--- src/rtl/router_fifo_pkt.sv ---
// rtl/router_fifo_pkt.sv - per-channel packet FIFO with header tagging and packet tracking
//
// Purpose: stores DATA_WIDTH-bit words plus a header tag for one router output channel,
// supports concurrent read/write, tracks the words left in the packet being read and
// reports occupancy flags. Optional sticky misuse flag built when ROUTER_FIFO_ERR_EN is defined.
//
// Ports:
//   clock          in   rising-edge clock
//   resetn         in   synchronous active-low reset
//   soft_reset     in   synchronous channel flush
//   write_enb      in   write request
//   data_in        in   write data
//   lfd_state      in   word written this cycle is a packet header
//   read_enb       in   read request
//   data_out       out  registered read data
//   sop_out        out  header tag of the word on data_out
//   empty          out  occupancy == 0
//   full           out  occupancy == DEPTH
//   almost_full    out  occupancy >= AFULL_LEVEL
//   count          out  current occupancy
//   pkt_remaining  out  words left in the packet being read
//   err            out  sticky misuse flag (0 unless ROUTER_FIFO_ERR_EN)

module router_fifo_pkt #(
   parameter int DATA_WIDTH  = 8,
   parameter int ADDR_WIDTH  = 4,
   parameter int AFULL_LEVEL = 14,
   parameter int LEN_LSB     = 2
) (
   input  logic                           clock,
   input  logic                           resetn,
   input  logic                           soft_reset,
   input  logic                           write_enb,
   input  logic [DATA_WIDTH-1:0]          data_in,
   input  logic                           lfd_state,
   input  logic                           read_enb,
   output logic [DATA_WIDTH-1:0]          data_out,
   output logic                           sop_out,
   output logic                           empty,
   output logic                           full,
   output logic                           almost_full,
   output logic [ADDR_WIDTH:0]            count,
   output logic [DATA_WIDTH-LEN_LSB:0]    pkt_remaining,
   output logic                           err
);

   localparam int DEPTH = 2 ** ADDR_WIDTH;
   localparam int PW    = DATA_WIDTH - LEN_LSB + 1;

   localparam logic [ADDR_WIDTH-1:0] PTR_ONE   = 1;
   localparam logic [ADDR_WIDTH:0]   CNT_ONE   = 1;
   localparam logic [ADDR_WIDTH:0]   CNT_DEPTH = (ADDR_WIDTH+1)'(DEPTH);
   localparam logic [ADDR_WIDTH:0]   CNT_AFULL = (ADDR_WIDTH+1)'(AFULL_LEVEL);
   localparam logic [PW-1:0]         PKT_ONE   = 1;

   logic [DATA_WIDTH:0]     mem_q [DEPTH];
   logic [ADDR_WIDTH-1:0]   wr_ptr_q, wr_ptr_d;
   logic [ADDR_WIDTH-1:0]   rd_ptr_q, rd_ptr_d;
   logic [ADDR_WIDTH:0]     count_q, count_d;
   logic [PW-1:0]           pkt_q, pkt_d;
   logic [DATA_WIDTH-1:0]   dout_q, dout_d;
   logic                    sop_q, sop_d;

   logic                    wr_acc, rd_acc;
   logic [DATA_WIDTH:0]     rd_word;

   assign empty       = (count_q == '0);
   assign full        = (count_q == CNT_DEPTH);
   assign almost_full = (count_q >= CNT_AFULL);
   assign count       = count_q;
   assign pkt_remaining = pkt_q;
   assign data_out    = dout_q;
   assign sop_out     = sop_q;

   // A write while full is dropped regardless of a same-cycle read.
   assign wr_acc  = write_enb & ~full;
   assign rd_acc  = read_enb & ~empty;
   assign rd_word = mem_q[rd_ptr_q];

   always_comb begin
      wr_ptr_d = wr_ptr_q;
      rd_ptr_d = rd_ptr_q;
      count_d  = count_q;
      pkt_d    = pkt_q;
      dout_d   = dout_q;
      sop_d    = sop_q;

      if (wr_acc) begin
         wr_ptr_d = wr_ptr_q + PTR_ONE;
      end

      if (rd_acc) begin
         rd_ptr_d = rd_ptr_q + PTR_ONE;
         dout_d   = rd_word[DATA_WIDTH-1:0];
         sop_d    = rd_word[DATA_WIDTH];
         // Header loads length plus one trailing parity word.
         if (rd_word[DATA_WIDTH]) begin
            pkt_d = {1'b0, rd_word[DATA_WIDTH-1:LEN_LSB]} + PKT_ONE;
         end else if (pkt_q != '0) begin
            pkt_d = pkt_q - PKT_ONE;
         end
      end else if (pkt_q == '0) begin
         // Outside a packet the output bus idles at zero.
         dout_d = '0;
         sop_d  = 1'b0;
      end

      case ({wr_acc, rd_acc})
         2'b10:   count_d = count_q + CNT_ONE;
         2'b01:   count_d = count_q - CNT_ONE;
         default: count_d = count_q;
      endcase

      if (soft_reset) begin
         wr_ptr_d = '0;
         rd_ptr_d = '0;
         count_d  = '0;
         pkt_d    = '0;
         dout_d   = '0;
         sop_d    = 1'b0;
      end
   end

   always_ff @(posedge clock) begin
      if (!resetn) begin
         wr_ptr_q <= '0;
         rd_ptr_q <= '0;
         count_q  <= '0;
         pkt_q    <= '0;
         dout_q   <= '0;
         sop_q    <= 1'b0;
      end else begin
         wr_ptr_q <= wr_ptr_d;
         rd_ptr_q <= rd_ptr_d;
         count_q  <= count_d;
         pkt_q    <= pkt_d;
         dout_q   <= dout_d;
         sop_q    <= sop_d;
      end
   end

   // Storage is never cleared; an empty FIFO hides stale contents.
   always_ff @(posedge clock) begin
      if (resetn && !soft_reset && wr_acc) begin
         mem_q[wr_ptr_q] <= {lfd_state, data_in};
      end
   end

`ifdef ROUTER_FIFO_ERR_EN
   logic err_q;

   always_ff @(posedge clock) begin
      if (!resetn || soft_reset) begin
         err_q <= 1'b0;
      end else if ((write_enb & full) | (read_enb & empty)) begin
         err_q <= 1'b1;
      end
   end

   assign err = err_q;
`else
   assign err = 1'b0;
`endif

endmodule

--- config.mk ---
export PLATFORM = sky130hd
export DESIGN_NAME = router_fifo_pkt
export DESIGN_NICKNAME = d
export VERILOG_FILES = /design/src/rtl/router_fifo_pkt.sv
export SDC_FILE = /design/constraint.sdc
export NUM_CORES = 1
export LEC_CHECK = 0
export CORE_ASPECT_RATIO = 1.4
export CORE_MARGIN = 5
export CORE_UTILIZATION = 60
export DETAILED_ROUTE_END_ITERATION = 10
export PLACE_DENSITY_LB_ADDON = 0.2
export SLEW_MARGIN = 5
export SYNTH_ARGS = -nofsm -noshare
export SYNTH_HDL_FRONTEND = slang
export SYNTH_SLANG_ARGS = --single-unit
--- constraint.sdc ---
create_clock -name clock -period 9.3 [get_ports clock]
set_clock_uncertainty 0.05 [all_clocks]
set_input_delay 1.395 -clock clock [delete_from_list [all_inputs] [get_ports clock]]
set_output_delay 1.395 -clock clock [all_outputs]
set_load 0.03 [all_outputs]
==> impl_metrics.tcl <==
set metrics [dict create \
    place_hpwl_um 9110 \
    io_buffers 37 \
    swShare 0.211 \
    fin_setup_tns_ps 0 \
    post-synth-top-count-cell "edfxtp_1" \
    end_kind "register" \
    drt-pass1-iter-count 5 \
    grt_max_degree 37 \
    finalCritPeriodShare 0.441 \
    ant_nets 0 \
    rr_endpoint "count[4]" \
    core.rowCount 47 \
    synth_compound_area_frac 0.0548 \
    clkLatencyLatePin_ps 420 \
    fp.coreArea_um2 11800 \
    power.share.sequential 0.530 \
    n_antenna_cell 0 \
    cts_tree "done" \
    grt_use_met2 0.370 \
    ys_seq_elements 177 \
    netlist_instances 439 \
    async_reset_ff_frac 0 \
    die_h_um 139 \
    num_vias 3930 \
    rsz0062_at_grt "no" \
    hold_violations 0 \
    synth_common_cells "edfxtp_1 (144), nor2_1 (38), mux4_2 (36)" \
    path_clk_slew_ps 70 \
    p_clk_frac 0.428 \
    rrSetupSlack_ps 5320 \
    drv_slew 0 \
    grt_pass1_vias 4075 \
    synth_edf_count 144 \
    max_freq_mhz 244 \
    gr-usage-met1 0.259 \
    grt_pass1_wl_um 22000 \
    internal_power_w 0.00128 \
    hold_path.class "reg2reg" \
    hold_path_end "data_out[3]" \
    numCtsBuffers 17 \
    p_per_area_nw_per_um2 198 \
    clockBufferDepth 2 \
    cp_max_fo 18 \
    grt_usage 0.213 \
    final_core_util 0.699 \
    fin_hold_ws_ps 421 \
    yosysWarnings 0 \
    die_w_um 102 \
    synth_top_family_by_area "multiplexers" \
    power_w 0.00163 \
    syn_to_final_growth_pct 14.4 \
    finalWorstPathRequiredPeriod_ps 4100 \
    hold_buffers 0 \
    synth_mux_area_frac 0.123 \
    maxSlewHeadroom 0.244 \
    grt_overflow 0 \
    pwr-share-comb 0.042 \
    syn_area_um2 7190 \
    synth_xor_area_frac 0.0158 \
    yosys.area_share.simple 0.0679 \
    r2r_start "count[0]" \
    syn_nets 466 \
    p_leak_nw 2.65 \
    tightest_slew_ps 1130 \
    setup_viol 0 \
    avgRoutedWirePerCell_um 22.3 \
    synth_top_cells_by_area "edfxtp_1 (60%), mux4_2 (11%), dfxtp_1 (9.2%)" \
    syn_area_per_cell_um2 16.4 \
    maxCapViolations 0 \
    crit_required_ps 9610 \
    startpoint_type "input pin" \
    routed_wl_um 14200 \
    route.detailed.drc 0 \
    synth_top_area_cell "edfxtp_1" \
    use_met3 0.0456 \
    netlist.area_leader.share 0.602 \
    cts-root-buf "clkbuf_16" \
    postCtsSetupRepairBufs 0 \
    dieArea_um2 14300 \
    yosysUniqueCellTypes 49 \
    start_util 0.611 \
    synthAdderAreaFrac 0.0237 \
    drt_iter0_markers 267 \
    cts-resized-gates 0 \
    cp.arrival_ps 4410 \
    top_usage_layer "met2" \
    cts_num_sinks 177 \
    seq_area_frac_synth 0.694 \
    netSwitchingPower_w 0.000343 \
    ir_worst_vdd_mv 0.122 \
    synthFlopType "edfxtp_1" \
    status "complete, no violations" \
    vias_per_cell 6.17 \
    antenna_found_initial 0 \
    rr_worst_depth 10 \
    cts-htree-levels 4 \
    nFillCells 763 \
    hold_path_startpoint "data_out[3]" \
    nets 504 \
    gp_congestion 0.798 \
    path_class "in2reg" \
    holdPathStages 2 \
    ioPinCount 39 \
    drive_above_1_share 0.155 \
]
## worst max-delay path: stages
cell             delay (ps)
clkdlybuf4s50_1         390
o21ai_1                 550
inv_2                   340
ha_1                    380
fa_1                    440
a21o_1                  190
a21oi_1                 160
xor2_1                  100
or3_1                   320
a21oi_1                 140
## power groups by stage
stage	sequential [W]	combinational, W	clock (W)
6_report	0.000862	0.0000687	0.000696
5_1_grt	0.000862	0.0000760	0.000741
4_1_cts	0.000862	0.0000692	0.000702
3_5_place_dp	0.000880	0.0000689	0
3_3_place_gp	0.000879	0.0000668	0
2_1_floorplan	0.000882	0.0000407	0
## flip-flops by register name, indices dropped and copies added (netlist names), named ones only
| name | flops |
|---|---|
| sop_out | 1 |
| rd_ptr_q | 4 |
| count | 5 |
| mem_q | 144 |
| wr_ptr_q | 4 |
| pkt_remaining | 7 |
| data_out | 8 |
## cell families (layout without fill, tap and decap cells)
| group | Yosys count | after routing |
|---|---|---|
| adder cells (fa/ha/maj) | 13 | 13 |
| flip-flops | 177 | 177 |
| multiplexers | 40 | 40 |
| buffers and inverters | 28 | 79 |
| AND/OR/NAND/NOR | 106 | 106 |
| other | 1 | 1 |
| XOR/XNOR | 13 | 13 |
| AO/OA/AOI/OAI | 61 | 61 |
## worst max path at each step
stage	start	endpoint	slack, ps	cells after the start
after global routing	read_enb	count[4]	4940	10
after detailed placement	read_enb	count[4]	4780	10
after CTS	read_enb	count[4]	5210	10
final	read_enb	count[4]	5200	10
after floorplan	read_enb	count[4]	5730	10
after global placement	read_enb	count[4]	4880	10
## per-stage QoR
step	instances	cell area (um^2)	setup WS (ps)
3_3_place_gp	605	7640	4880
6_report	637	8220	5200
2_1_floorplan	439	7190	5730
3_5_place_dp	605	7640	4780
4_1_cts	637	8220	5210
5_1_grt	637	8220	4940
## layout by cell type (no fill, tap or decap), types with 3 or more instances in the layout
| cell type | instances |
|---|---|
| xor2_1 | 8 |
| inv_1 | 6 |
| nand2_1 | 27 |
| and2_1 | 4 |
| dfxtp_1 | 32 |
| ha_1 | 12 |
| clkbuf_16 | 17 |
| a21oi_1 | 26 |
| buf_4 | 3 |
| a22oi_1 | 12 |
| nand3_1 | 17 |
| o21ai_0 | 6 |
| nor2b_1 | 5 |
| clkinv_4 | 3 |
| xnor2_1 | 5 |
| edfxtp_1 | 144 |
| or3_1 | 3 |
| nor2_1 | 38 |
| clkdlybuf4s50_1 | 37 |
| mux4_2 | 36 |
| inv_6 | 5 |
## final cells by class
| cell class | count | area (um^2) | share of cell area |
|---|---|---|---|
| multi-input combinational | 234 | 2050 | 0.250 |
| tap | 147 | 184 | 0.0224 |
| timing repair buffer | 40 | 393 | 0.0478 |
| sequential | 177 | 4990 | 0.606 |
| clock inverter | 15 | 155 | 0.0189 |
| clock buffer | 17 | 425 | 0.0517 |
| inverter | 7 | 26.3 | 0.00320 |
## routing by layer
layer	wire length, um	up-vias
li1	-	1789
met1	5450	1970
met2	7750	143
met3	714	28
met4	274	0
met5	0	-
No activity file was read; power rests on OpenSTA's default activity.
